[src/rtl/atmega_pio_arb.sv]
// Round-robin arbiter that shares one atmega_pio register port among NUM_REQ masters.
// Each grant runs exactly one PIO access (IDLE -> ACCESS -> ACK); m_lock keeps ownership for RMW.
module atmega_pio_arb #(
    parameter int NUM_REQ           = 2,
    parameter int BUS_ADDR_DATA_LEN = 8,
    parameter int PORT_WIDTH        = 8
) (
    input  logic                                 clk,
    input  logic                                 rst,
    input  logic [NUM_REQ-1:0]                   m_req,
    input  logic [NUM_REQ-1:0]                   m_lock,
    input  logic [NUM_REQ-1:0]                   m_wr,
    input  logic [NUM_REQ-1:0]                   m_rd,
    input  logic [NUM_REQ*BUS_ADDR_DATA_LEN-1:0] m_addr,
    input  logic [NUM_REQ*PORT_WIDTH-1:0]        m_wdata,
    output logic [NUM_REQ-1:0]                   m_ack,
    output logic [PORT_WIDTH-1:0]                m_rdata,
    output logic [1:0]                           grant_id,
    output logic                                 busy,
    output logic [BUS_ADDR_DATA_LEN-1:0]         pio_addr,
    output logic                                 pio_wr,
    output logic                                 pio_rd,
    output logic [PORT_WIDTH-1:0]                pio_wdata,
    input  logic [PORT_WIDTH-1:0]                pio_rdata
);
    localparam int AW = BUS_ADDR_DATA_LEN;
    localparam int DW = PORT_WIDTH;

    typedef enum logic [1:0] {IDLE, ACCESS, ACK} state_t;

    state_t        state_q, state_d;
    logic [1:0]    grant_q, grant_d;
    logic [1:0]    last_q, last_d;
    logic [1:0]    owner_q, owner_d;
    logic          lock_valid_q, lock_valid_d;
    logic [AW-1:0] addr_q, addr_d;
    logic [DW-1:0] wdata_q, wdata_d;
    logic          wr_q, wr_d;
    logic          rd_q, rd_d;
    logic [DW-1:0] rdata_q;

    logic [3:0]    elig;
    logic [3:0]    lock_pad;
    logic          lock_release;
    logic          win_found;
    logic [1:0]    win_idx;

    function automatic logic [1:0] rr_next(input logic [1:0] base, input int k);
        logic [2:0] sum;
        sum = {1'b0, base} + 3'(k);
        if (sum >= 3'(NUM_REQ)) sum = sum - 3'(NUM_REQ);
        return sum[1:0];
    endfunction

    // Descending scan so the closest master after last_q is the one left standing.
    always_comb begin
        lock_pad     = 4'(m_lock);
        elig         = 4'(m_req & (m_wr | m_rd));
        lock_release = lock_valid_q & ~lock_pad[owner_q];
        if (lock_valid_q && !lock_release) elig = elig & (4'b0001 << owner_q);
        win_found = 1'b0;
        win_idx   = '0;
        for (int k = NUM_REQ; k >= 1; k--) begin
            if (elig[rr_next(last_q, k)]) begin
                win_found = 1'b1;
                win_idx   = rr_next(last_q, k);
            end
        end
    end

    always_comb begin
        state_d      = state_q;
        grant_d      = grant_q;
        last_d       = last_q;
        owner_d      = owner_q;
        lock_valid_d = lock_valid_q;
        addr_d       = addr_q;
        wdata_d      = wdata_q;
        wr_d         = wr_q;
        rd_d         = rd_q;
        unique case (state_q)
            IDLE: begin
                if (lock_release) lock_valid_d = 1'b0;
                if (win_found) begin
                    state_d      = ACCESS;
                    grant_d      = win_idx;
                    last_d       = win_idx;
                    owner_d      = win_idx;
                    lock_valid_d = lock_pad[win_idx];
                    for (int i = 0; i < NUM_REQ; i++) begin
                        if (win_idx == 2'(i)) begin
                            addr_d  = m_addr[i*AW +: AW];
                            wdata_d = m_wdata[i*DW +: DW];
                            wr_d    = m_wr[i];
                            rd_d    = m_rd[i];
                        end
                    end
                end
            end
            ACCESS:  state_d = ACK;
            ACK:     state_d = IDLE;
            default: state_d = IDLE;
        endcase
    end

    always_ff @(posedge clk or posedge rst) begin
        if (rst) begin
            state_q      <= IDLE;
            grant_q      <= '0;
            last_q       <= 2'(NUM_REQ - 1);
            owner_q      <= '0;
            lock_valid_q <= 1'b0;
        end else begin
            state_q      <= state_d;
            grant_q      <= grant_d;
            last_q       <= last_d;
            owner_q      <= owner_d;
            lock_valid_q <= lock_valid_d;
        end
    end

    // Command and read data are only observed through state-gated outputs, so they carry no reset.
    always_ff @(posedge clk) begin
        addr_q  <= addr_d;
        wdata_q <= wdata_d;
        wr_q    <= wr_d;
        rd_q    <= rd_d;
        if (state_q == ACCESS) rdata_q <= pio_rd ? pio_rdata : '0;
    end

    assign busy      = (state_q != IDLE);
    assign grant_id  = grant_q;
    assign pio_wr    = (state_q == ACCESS) & wr_q;
    assign pio_rd    = (state_q == ACCESS) & rd_q & ~wr_q;
    assign pio_addr  = (state_q == ACCESS) ? addr_q : '0;
    assign pio_wdata = (state_q == ACCESS) ? wdata_q : '0;
    assign m_rdata   = (state_q == ACK) ? rdata_q : '0;

    always_comb begin
        m_ack = '0;
        for (int i = 0; i < NUM_REQ; i++) begin
            m_ack[i] = (state_q == ACK) && (grant_q == 2'(i));
        end
    end
endmodule

[config.mk]
export PLATFORM = sky130hd
export DESIGN_NAME = atmega_pio_arb
export DESIGN_NICKNAME = d
export VERILOG_FILES = /design/src/rtl/atmega_pio_arb.sv
export SDC_FILE = /design/constraint.sdc
export NUM_CORES = 1
export LEC_CHECK = 0
export CAP_MARGIN = 20
export CELL_PAD_IN_SITES_DETAIL_PLACEMENT = 0
export CELL_PAD_IN_SITES_GLOBAL_PLACEMENT = 2
export CORE_UTILIZATION = 25
export CTS_CLUSTER_SIZE = 40
export DETAILED_ROUTE_END_ITERATION = 10
export HOLD_SLACK_MARGIN = 0.03
export PLACE_DENSITY = 0.76
export SLEW_MARGIN = 0
export SYNTH_ARGS = -nofsm -noshare
export SYNTH_HDL_FRONTEND = slang
export SYNTH_SLANG_ARGS = --single-unit
[constraint.sdc]
create_clock -name clk -period 2.4 [get_ports clk]
set_clock_uncertainty 0.1 [all_clocks]
set_input_delay 0.48 -clock clk [delete_from_list [all_inputs] [get_ports clk]]
set_output_delay 0.48 -clock clk [all_outputs]
set_load 0.005 [all_outputs]
Yosys cells after proc, flatten, opt, wreduce, memory -nomap -nowiden
Cells that the tools add are included.
- multiplexer cells: 30
- reduce and logical (&&, ||, !) cells: 13
- eq/ne operators: 5
- bitwise operators: 9
- add/sub/neg operators: 4
- shift-type cells: 1
- $lt $le $gt $ge: 6
- operators by type and width (operator ; number):
    8-bit two-way mux ; 7
    2-bit by 3-bit less-than comparator with 1-bit output (second input constant) ; 4
    1-bit two-way mux ; 12
    2-bit two-way mux ; 5
    1-bit binary-select mux with 2-bit select ; 4
    2-bit by 1-bit == test with 1-bit output (second input constant) ; 3
    3-bit by 2-bit >= comparator with 1-bit output (second input constant) ; 2
    2-bit logical NOT ; 3
    2-bit nonzero test ; 3
    1-bit bitwise AND ; 4
    2-bit by 4-bit bitwise AND with 4-bit output ; 1
    4-bit two-way mux ; 1
    2-bit case mux with 2 select lines ; 1
    2-bit AND reduction ; 2
    1-bit by 2-bit << shifter with 4-bit output (first input constant) ; 1
    2-bit subtractor (second input constant) ; 2
    2-bit by 1-bit adder with 3-bit output (second input constant) ; 1
    2-bit by 2-bit adder with 3-bit output (second input constant) ; 1
    1-bit logical AND ; 3
    3-bit AND reduction ; 1
    2-bit bitwise AND ; 1
    2-bit == test (second input constant) ; 1
    2-bit inequality test (second input constant) ; 1
    1-bit inverter ; 2
    2 further kinds ; 2
- register bits: 33
- output and inout bits: 31
- word-level logic and storage cells: 77

Longest topological paths before layout
- word-level depth: 14
- gate-level depth with buffers: 5
- gate-level depth less buffers: 4

Worst setup path after synthesis
No wires, ideal clock.
- path type: reg2out
- start point: register state_q[1]
- end point: output port pio_addr[2]
- arrival time: 1.261 ns
- cell stages (with the launch flop): 4
- data required time: 1.820 ns
- setup slack: 0.559 ns
- path through: dfrtp_1 and2b_1 clkbuf_1 and2_1
- cells in the longest elaborated chain, start to end: 2
- RTL lines (element ; line ; text):
    start: declaration ; 31 ; state_t state_q, state_d;
    start signal: assignment ; 114 ; state_q <= state_d;
    2-bit by 1-bit == test with 1-bit output ; 135 ; assign pio_addr = (state_q == ACCESS) ? addr_q : '0;
    8-bit two-way mux ; 135 ;
    end: declaration ; 20 ; output logic [BUS_ADDR_DATA_LEN-1:0] pio_addr,
No other way between the ends.

Worst setup path in the final report
- start point: register state_q[1]
- end point: output port pio_wdata[0]
- cells in the longest elaborated chain, start to end: 2
- RTL lines (element ; line ; text):
    2-bit by 1-bit == test with 1-bit output ; 136 ; assign pio_wdata = (state_q == ACCESS) ? wdata_q : '0;
    8-bit two-way mux ; 136 ;
    end: declaration ; 23 ; output logic [PORT_WIDTH-1:0] pio_wdata,
No other way between the ends.

==> metrics.cfg <==
[placed_design]
placed_cell_area_um2 = 2613
dp.cells = 276
dpl_worst_slack_ps = 90.95
place.gp.congestion = 0.8184
place.port_buffers = 80
dp_hpwl_mm = 2.979

[setup_path]
cp_max_fo = 19
cp.buffers_inverters = 2
reg2reg_slack_ps = 520
path_delay_family = buffers and inverters
worstSetupPathType = reg2out
cp_cell_sequence = and2b_4 -> buf_12 -> and2_1 -> clkdlybuf4s50_1
cp.arrival_ps = 1740
cp-start-kind = register
worst_path_largest_cell_delay_ps = 510
r2r_cells = 5
critPathRequiredTime_ps = 1820
timing.rr.end = addr_q[7]
slowest_stage = clkdlybuf4s50_1
worst_setup_path_end_kind = output port
r2r_start = last_q[1]

[sta]
min_period_over_period_pct = 96.58
rsz0062_at_grt = false
tightest_slew_ps = 255.0
fmax_ghz = 0.4314
slew_headroom_pct = 82.93
layout_min_cycle_time_ps = 2318
final-setup-viol-count = 0
final.setup.tns_ps = 0
timing.final.ws_setup_ps = 82.01
slew_viol_final = 0
hold_violations = 0

[yosys]
syn_avg_cell_area_um2 = 14.10
synth-main-ff-cell = edfxtp_1
mappedNetlistNets = 169
post-synth-top-area-fraction_pct = 46.53
synth-async-reset-ratio_pct = 18.75
ys_seq_area_share_pct = 55.56
synth.largest_area_cell = edfxtp_1
syn-cell-area_um2 = 1678
syn_inst = 119
synthTopCellsByArea = edfxtp_1 47%, mux2_4 16%, and2_1 13%, dfrtp_1 7.5%, dfstp_2 1.6%
ys_seq_elements = 32
netlist-cell-type-count = 26
synth_edf_count = 26
yosysWarnings = 0

[final_layout]
stdcell_count = 287
num_antenna_cells = 0
layout.nets = 259
final-seq-area_um2 = 932.1
n_fill_cell = 625
drive_gt1_share_pct = 19.52
multi_input_area_um2 = 701.9
final_cell_mix = 79 x clkdlybuf4s50_1, 34 x and2_1, 26 x edfxtp_1
final_cell_area_um2 = 2725
area_growth_syn_to_layout_pct = 62.42
layout_commonest_cell = clkdlybuf4s50_1

[clock_network]
cts_root_buf = clkbuf_8
postCtsHoldBufs = 0
numCtsBuffers = 5
clk_pin_slew_ps = 70
htreeDepth = 2
insertion_delay_ps = 280
clock_sink_count = 32
cts_buffer_depth = 2
cts_tree = done

[route]
vias_per_cell = 4.230
vias = 1214
wire_per_inst_um = 13.06
drc = 14
drt_iter0_drc = 64
wl_mm = 3.749
ant_nets = 0
dr.pass1.iters = 7

[die]
ios = 81
start_util_pct = 26.13
dieArea_um2 = 7043
dieWidth_um = 83.93
rows = 29
die_h_um = 83.93
core-area_um2 = 6422

[status]
status = finished with violations
violations = design-rule violations

[power_and_ir_drop]
irDropWorstVdd_mv = 0.3032
p_per_area_nw_per_um2 = 852.2
power_leakage_uw = 0.001086

[global_route]
grt_pass1_wl_mm = 6.120
grt_max_degree = 21
overflow = 0
grt_pass1_vias = 1236
grt_antenna_before_repair = 0
gr-usage-all-layers_pct = 11.31

[flow_run]
maxCapViolations = 0

[worst_hold_path]
worst_hold_path_type = in2async

==> through the flow <==
stage | total power, uW | hold WS, ps | util (%)
2_1_floorplan | 1349 | 170.2 | -
3_3_place_gp | 1916 | 354.5 | 40.68
3_5_place_dp | 1928 | 361.1 | 40.68
4_1_cts | 2331 | 310.1 | 42.00
5_1_grt | 2474 | 316.3 | 42.43
6_report | 2322 | 306.0 | 42.43
==> per-layer routing <==
metal  GRT usage [%]  vias up  routed length, um  share of wire, %
li1                -      599                  -                 -
met1           13.89      551               1588                42
met2           18.41       58               1767                47
met3           4.352        6                347               9.3
met4           3.292        0                 46               1.2
met5               0        -                  0                 0
==> registers in the layout (all words and copies together) (netlist names) <==
signal        flops
wdata_q           8
wr_q              1
addr_q            8
last_q            2
rd_q              1
rdata_q           8
state_q           2
owner_q           1
lock_valid_q      1
==> power breakdown <==
part / switching (uW) / internal, uW
Clock: 191 / 196
Combinational: 377 / 648
Sequential: 68.1 / 841
Total: 636 / 1690
==> kinds of logic (layout without fill, tap and decap cells) <==
group	Yosys count	count (layout)	synth area share, %
and+or+nand+nor	53	53	21.25
DFF	32	32	55.56
muxes	22	22	18.64
buffers and inverters	8	99	2.908
AOI/OAI and AO/OA	4	4	1.640
==> cells in the mapped netlist (2+ instances only) <==
| cell | number |
|---|---|
| edfxtp_1 | 26 |
| and3b_1 | 2 |
| mux2i_1 | 2 |
| nand4b_1 | 2 |
| nand3_2 | 2 |
| clkbuf_1 | 2 |
| mux2_2 | 2 |
| and2_1 | 34 |
| buf_6 | 2 |
| inv_1 | 3 |
| nor2b_1 | 2 |
| dfrtp_1 | 5 |
| mux2_4 | 18 |
| nand2_1 | 3 |
| o21a_1 | 2 |
| nand4_1 | 2 |
==> how the worst max path moves through the flow <==
stage | from | end | cells past startpoint
floorplan | state_q[1] | pio_addr[2] | 3
global placement | m_lock[1] | wdata_q[2] | 6
detailed placement | m_lock[1] | addr_q[7] | 6
CTS | state_q[1] | pio_wdata[5] | 4
global route | state_q[0] | m_rdata[3] | 4
finish | state_q[1] | pio_wdata[0] | 4
==> cell type report <==
type	instances	area share, %
clock buffer	5	2.525
tap	77	3.535
sequential	32	34.21
inverter	3	0.4132
timing repair buffer	88	33.06
clock inverter	3	0.5051
multi-input combinational	79	25.76
==> what timing repair did <==
action,in CTS,in global routing
resized for setup,2,2
setup endpoints to repair,12,21
setup buffers,0,3
No activity file was read; power rests on OpenSTA's default activity.
